==> config.mk <==
export PLATFORM = sky130hd
export DESIGN_NAME = data_memory_arbiter
export DESIGN_NICKNAME = d
export VERILOG_FILES = /design/src/rtl/data_memory_arbiter_pkg.sv /design/src/rtl/data_memory_arb_mux.sv /design/src/rtl/data_memory_arbiter.sv
export SDC_FILE = /design/constraint.sdc
export NUM_CORES = 1
export LEC_CHECK = 0
export ABC_AREA = 1
export CAP_MARGIN = 20
export CORE_MARGIN = 2
export CORE_UTILIZATION = 35
export CTS_BUF_LIST = sky130_fd_sc_hd__clkbuf_8
export DETAILED_ROUTE_END_ITERATION = 6
export MAX_ROUTING_LAYER = met4
export PLACE_DENSITY_LB_ADDON = 0.2
export SLEW_MARGIN = 20
export SYNTH_ARGS = -nofsm -noshare
export SYNTH_HDL_FRONTEND = slang
export SYNTH_SLANG_ARGS = --single-unit
==> constraint.sdc <==
create_clock -name clk -period 3.25 [get_ports clk]
set_clock_uncertainty 0.1 [all_clocks]
set_input_delay 0.65 -clock clk [delete_from_list [all_inputs] [get_ports clk]]
set_output_delay 0.65 -clock clk [all_outputs]
set_load 0.01 [all_outputs]
==> src/rtl/data_memory_arbiter_pkg.sv <==
// Shared definitions for the two-port data memory arbiter: owner encoding and
// hold counter sizing.
package data_memory_arbiter_pkg;

   typedef enum logic [1:0] {
      ST_IDLE = 2'd0,
      ST_OWN0 = 2'd1,
      ST_OWN1 = 2'd2
   } state_e;

   // One extra bit so HOLD_MAX-1 always fits, including HOLD_MAX = 1.
   function automatic int unsigned hold_cnt_width(input int unsigned hold_max);
      return $clog2(hold_max) + 1;
   endfunction

endpackage

==> src/rtl/data_memory_arb_mux.sv <==
// Owner-select mux: steers the owning port's address, write data and write
// flag toward the memory.
module data_memory_arb_mux #(
   parameter int unsigned DATA_WIDTH = 32
) (
   input  logic                  sel,
   input  logic                  we0,
   input  logic                  we1,
   input  logic [DATA_WIDTH-1:0] addr0,
   input  logic [DATA_WIDTH-1:0] addr1,
   input  logic [DATA_WIDTH-1:0] wdata0,
   input  logic [DATA_WIDTH-1:0] wdata1,
   output logic                  we,
   output logic [DATA_WIDTH-1:0] addr,
   output logic [DATA_WIDTH-1:0] wdata
);

   always_comb begin
      we    = sel ? we1    : we0;
      addr  = sel ? addr1  : addr0;
      wdata = sel ? wdata1 : wdata0;
   end

endmodule

==> src/rtl/data_memory_arbiter.sv <==
// Round-robin arbiter with bounded hold sharing one single-port data memory
// between the CPU (port 0) and a DMA/debug loader (port 1).
module data_memory_arbiter
   import data_memory_arbiter_pkg::*;
#(
   parameter int unsigned DATA_WIDTH = 32,
   parameter int unsigned HOLD_MAX   = 4
) (
   input  logic                  clk,
   input  logic                  reset,
   input  logic                  req0,
   input  logic                  req1,
   input  logic                  we0,
   input  logic                  we1,
   input  logic [DATA_WIDTH-1:0] addr0,
   input  logic [DATA_WIDTH-1:0] addr1,
   input  logic [DATA_WIDTH-1:0] wdata0,
   input  logic [DATA_WIDTH-1:0] wdata1,
   output logic                  ack0,
   output logic                  ack1,
   output logic                  rvalid0,
   output logic                  rvalid1,
   output logic [DATA_WIDTH-1:0] rdata0,
   output logic [DATA_WIDTH-1:0] rdata1,
   output logic                  mem_read_enable,
   output logic                  mem_write_enable,
   output logic [DATA_WIDTH-1:0] mem_address,
   output logic [DATA_WIDTH-1:0] mem_in_data,
   input  logic [DATA_WIDTH-1:0] mem_out_data
);

   localparam int unsigned      HoldW    = hold_cnt_width(HOLD_MAX);
   localparam logic [HoldW-1:0] HoldLast = HoldW'(HOLD_MAX - 1);

   state_e                  state;
   logic                    last_grant;
   logic [HoldW-1:0]        hold_cnt;
   logic                    access0;
   logic                    access1;
   logic                    access;
   logic                    mux_we;
   logic [DATA_WIDTH-1:0]   mux_addr;
   logic [DATA_WIDTH-1:0]   mux_wdata;

   // An access happens only when the owner is still requesting.
   assign access0 = (state == ST_OWN0) && req0;
   assign access1 = (state == ST_OWN1) && req1;
   assign access  = access0 || access1;
   assign ack0    = access0;
   assign ack1    = access1;

   data_memory_arb_mux #(
      .DATA_WIDTH(DATA_WIDTH)
   ) u_mux (
      .sel   (state == ST_OWN1),
      .we0   (we0),
      .we1   (we1),
      .addr0 (addr0),
      .addr1 (addr1),
      .wdata0(wdata0),
      .wdata1(wdata1),
      .we    (mux_we),
      .addr  (mux_addr),
      .wdata (mux_wdata)
   );

   assign mem_read_enable  = access && !mux_we;
   assign mem_write_enable = access && mux_we;
   assign mem_address      = access ? mux_addr  : '0;
   assign mem_in_data      = access ? mux_wdata : '0;

   always_ff @(posedge clk or negedge reset) begin
      if (!reset) begin
         state      <= ST_IDLE;
         last_grant <= 1'b1;
         hold_cnt   <= '0;
         rvalid0    <= 1'b0;
         rvalid1    <= 1'b0;
         rdata0     <= '0;
         rdata1     <= '0;
      end else begin
         rvalid0 <= access0 && !we0;
         rvalid1 <= access1 && !we1;
         if (access0 && !we0) rdata0 <= mem_out_data;
         if (access1 && !we1) rdata1 <= mem_out_data;

         case (state)
            ST_IDLE: begin
               hold_cnt <= '0;
               if (req0 && (!req1 || last_grant)) state <= ST_OWN0;
               else if (req1)                     state <= ST_OWN1;
            end
            ST_OWN0: begin
               if (!req0) begin
                  hold_cnt <= '0;
                  state    <= req1 ? ST_OWN1 : ST_IDLE;
               end else begin
                  last_grant <= 1'b0;
                  if (req1 && hold_cnt == HoldLast) begin
                     state    <= ST_OWN1;
                     hold_cnt <= '0;
                  end else if (hold_cnt != HoldLast) begin
                     hold_cnt <= hold_cnt + 1'b1;
                  end
               end
            end
            ST_OWN1: begin
               if (!req1) begin
                  hold_cnt <= '0;
                  state    <= req0 ? ST_OWN0 : ST_IDLE;
               end else begin
                  last_grant <= 1'b1;
                  if (req0 && hold_cnt == HoldLast) begin
                     state    <= ST_OWN0;
                     hold_cnt <= '0;
                  end else if (hold_cnt != HoldLast) begin
                     hold_cnt <= hold_cnt + 1'b1;
                  end
               end
            end
            default: begin
               state    <= ST_IDLE;
               hold_cnt <= '0;
            end
         endcase
      end
   end

endmodule

==> summary.txt <==
Largest net degree at the start of global routing -> 65
Most frequent CP cell -> clkdlybuf4s50_1
Worst path cell trace -> clkdlybuf4s50_1 > nand2_1 > nand2_2 > buf_12 > inv_1 > nor2_1 > clkdlybuf4s50_1
Via/cell ratio -> 4.14
Synthesized netlist cell count -> 650
Yosys top cell by area -> dfrtp_1
Worst-skew pair later-pin latency -> 0.35 ns
Post-synthesis sequential area ratio -> 40.7%
Yosys warning total -> 0
Post-DP HPWL -> 11,500 um
Worst EP required -> 2.50 ns
Fin. Hold Viols -> 0
RSZ-0062 raised after global routing -> false
Total die area -> 0.0136 sq mm
Critical path class -> primary input to output port
Final worst path period need -> 3.11 ns
Max frequency -> 322 MHz
Setup TNS -> 0 ns
Crit. End Element -> output port
Gp weighted congestion -> 0.746
Root Buffer -> clkbuf_8
Num ports -> 300
Layout cell share with drive strength beyond 1 -> 8.17%
ANT cells -> 0
CORE AREA -> 0.0125 sq mm
Max-slew headroom -> 40.9%
Number of synthesized register bits -> 72
All-Layer GR Usage -> 21.1%
CP max FO -> 34
Syn_nets -> 821
Num Clock Sinks -> 72
Hold WC Path Type -> primary input to async pin
Cell row count -> 41
Synth unique cells -> 20
H-tree levels -> 3
Crit-path slowest cell -> clkdlybuf4s50_1
Critical path's largest stage delay -> 0.56 ns
Die W -> 117 um
Initial antenna violation count -> 0
Final hold slack -> 0.206 ns
# port buffers -> 299
Iteration-0 DRC Markers -> 287
Antenna-violating nets left -> 0
Number of CTS-inserted buffers -> 9
Leakage power -> 4.10 nW
Clock transition at path regs -> 0.08 ns
Post-DR wirelength/cell -> 13.2 um
CTS tree -> done
Mapped Area -> 0.00443 sq mm
Vias in the first global route -> 4,126
Pre-Repair DR Iteration Count -> 4
CP startpoint kind -> primary input
Count leader, synth -> nand2_1
DR vias -> 4,607
Worst-case clock buffer depth -> 2
Final WL -> 14,700 um
Top cell type's share of synthesized area -> 40.1%
Post-CTS Setup Bufs -> 0
Initial core utilization -> 35.5%
Fin. max-slew vios -> 0
Post-route DRC -> 0
Asr flop ratio synth -> 100%
Final period util -> 95.6%
Worst Tran Pin Value -> 0.887 ns
Largest delay share family, worst path -> buffers and inverters
Pwr dens -> 737 mW/mm^2
WP buf/inv -> 4
Max_cap viols -> 0
Synth area leaders -> dfrtp_1 (40%), nand2_1 (29%), inv_1 (9.4%)
Gr ovfl total -> 0
Status -> finished clean
Number of synthesized flops with an enable pin -> 0
Arrival time at the worst endpoint -> 2.36 ns
Layout area overhead -> 73.7%
Most frequent cells after synthesis -> nand2_1 (337), inv_1 (111), dfrtp_1 (71)
Top FF cell, synth -> dfrtp_1
Setup violations, final -> 0
Final net count -> 1,108
VDD IR max -> 0.589 mV
Mean post-synth cell area -> 6.82 sq um
First-pass GRT wire length -> 21,300 um
Die H -> 117 um
-- cell usage in the layout, fill, tap and decap left out, drive strengths merged, types with 2 or more instances in the layout --
| cell type | instances |
|---|---|
| nand2 | 339 |
| o21ai | 71 |
| clkinvlp | 2 |
| buf | 11 |
| clkinv | 3 |
| inv | 115 |
| dfrtp | 71 |
| clkbuf | 9 |
| clkdlybuf4s50 | 298 |
| nor3 | 2 |
| ha | 5 |
| nand3 | 5 |
| nor2 | 7 |
-- where the power goes --
| part | internal [W] | switching (W) | total, W |
|---|---|---|---|
| combinational | 0.00177 | 0.00166 | 0.00343 |
| clock | 0.000354 | 0.000354 | 0.000708 |
| sequential | 0.00131 | 0.000218 | 0.00153 |
| total | 0.00343 | 0.00223 | 0.00567 |
-- final timing paths --
path,depth (start not counted),slack [ns],start,end
worst min-delay path,2,0.21,reset,rdata0[17]
worst max-delay path,7,0.14,req1,mem_read_enable
worst min register to register,2,0.38,rdata0[24],rdata0[24]
worst max register to register,7,0.86,state[0],rdata1[31]
min in group clk,2,0.38,rdata0[24],rdata0[24]
max in group asynchronous,2,2.41,reset,rdata0[24]
-- sequential cells by signal (all words and copies together), names as in the netlist --
name / flops
rdata0: 32
last_grant: 1
state: 2
hold_cnt: 3
rvalid0: 1
rdata1: 32
rvalid1: 1
-- metrics by stage --
| step | setup slack [ns] | instance area, sq um | util (%) | cells | total power [W] |
|---|---|---|---|---|---|
| after floorplan | 1.20 | 4430 | - | 650 | 0.00326 |
| after global placement | 0.143 | 7490 | 60.1 | 1098 | 0.00497 |
| after detailed placement | 0.134 | 7490 | 60.1 | 1098 | 0.00500 |
| after CTS | 0.0868 | 7690 | 61.7 | 1114 | 0.00574 |
| after global routing | 0.00695 | 7690 | 61.7 | 1114 | 0.00614 |
| final | 0.142 | 7690 | 61.7 | 1114 | 0.00567 |
-- final cells by class --
cell class / instances / area (sq um)
fill: 1151 / 4770
timing repair buffer: 309 / 3100
multi-input combinational: 431 / 1950
sequential: 72 / 1800
inverter: 114 / 432
tap: 172 / 215
clock buffer: 9 / 124
clock inverter: 7 / 71.3
-- what timing repair did --
item / CTS / global route
hold buffers: 0 / 0
endpoints found under the setup margin: 0 / 7
gates resized for setup: 0 / 1
-- layer usage --
metal	routed length (um)	GRT usage [%]	part of all wire (%)	vias to the layer above
met2	7390	35.0	50	154
met4	170	5.00	1.2	0
li1	-	-	-	2469
met3	1230	6.69	8.4	13
met1	5890	25.0	40	1971
met5	0	-	0	-
-- kinds of logic after synthesis --
logic type | Yosys count | share of synthesized area (%)
flops | 72 | 40.7
xor+xnor | 1 | 0.198
simple gates | 353 | 30.6
fa+ha+maj | 5 | 1.41
compound gates | 72 | 11.7
buf+inv | 147 | 15.4
Note: power is estimated with default switching activity, not from simulation.
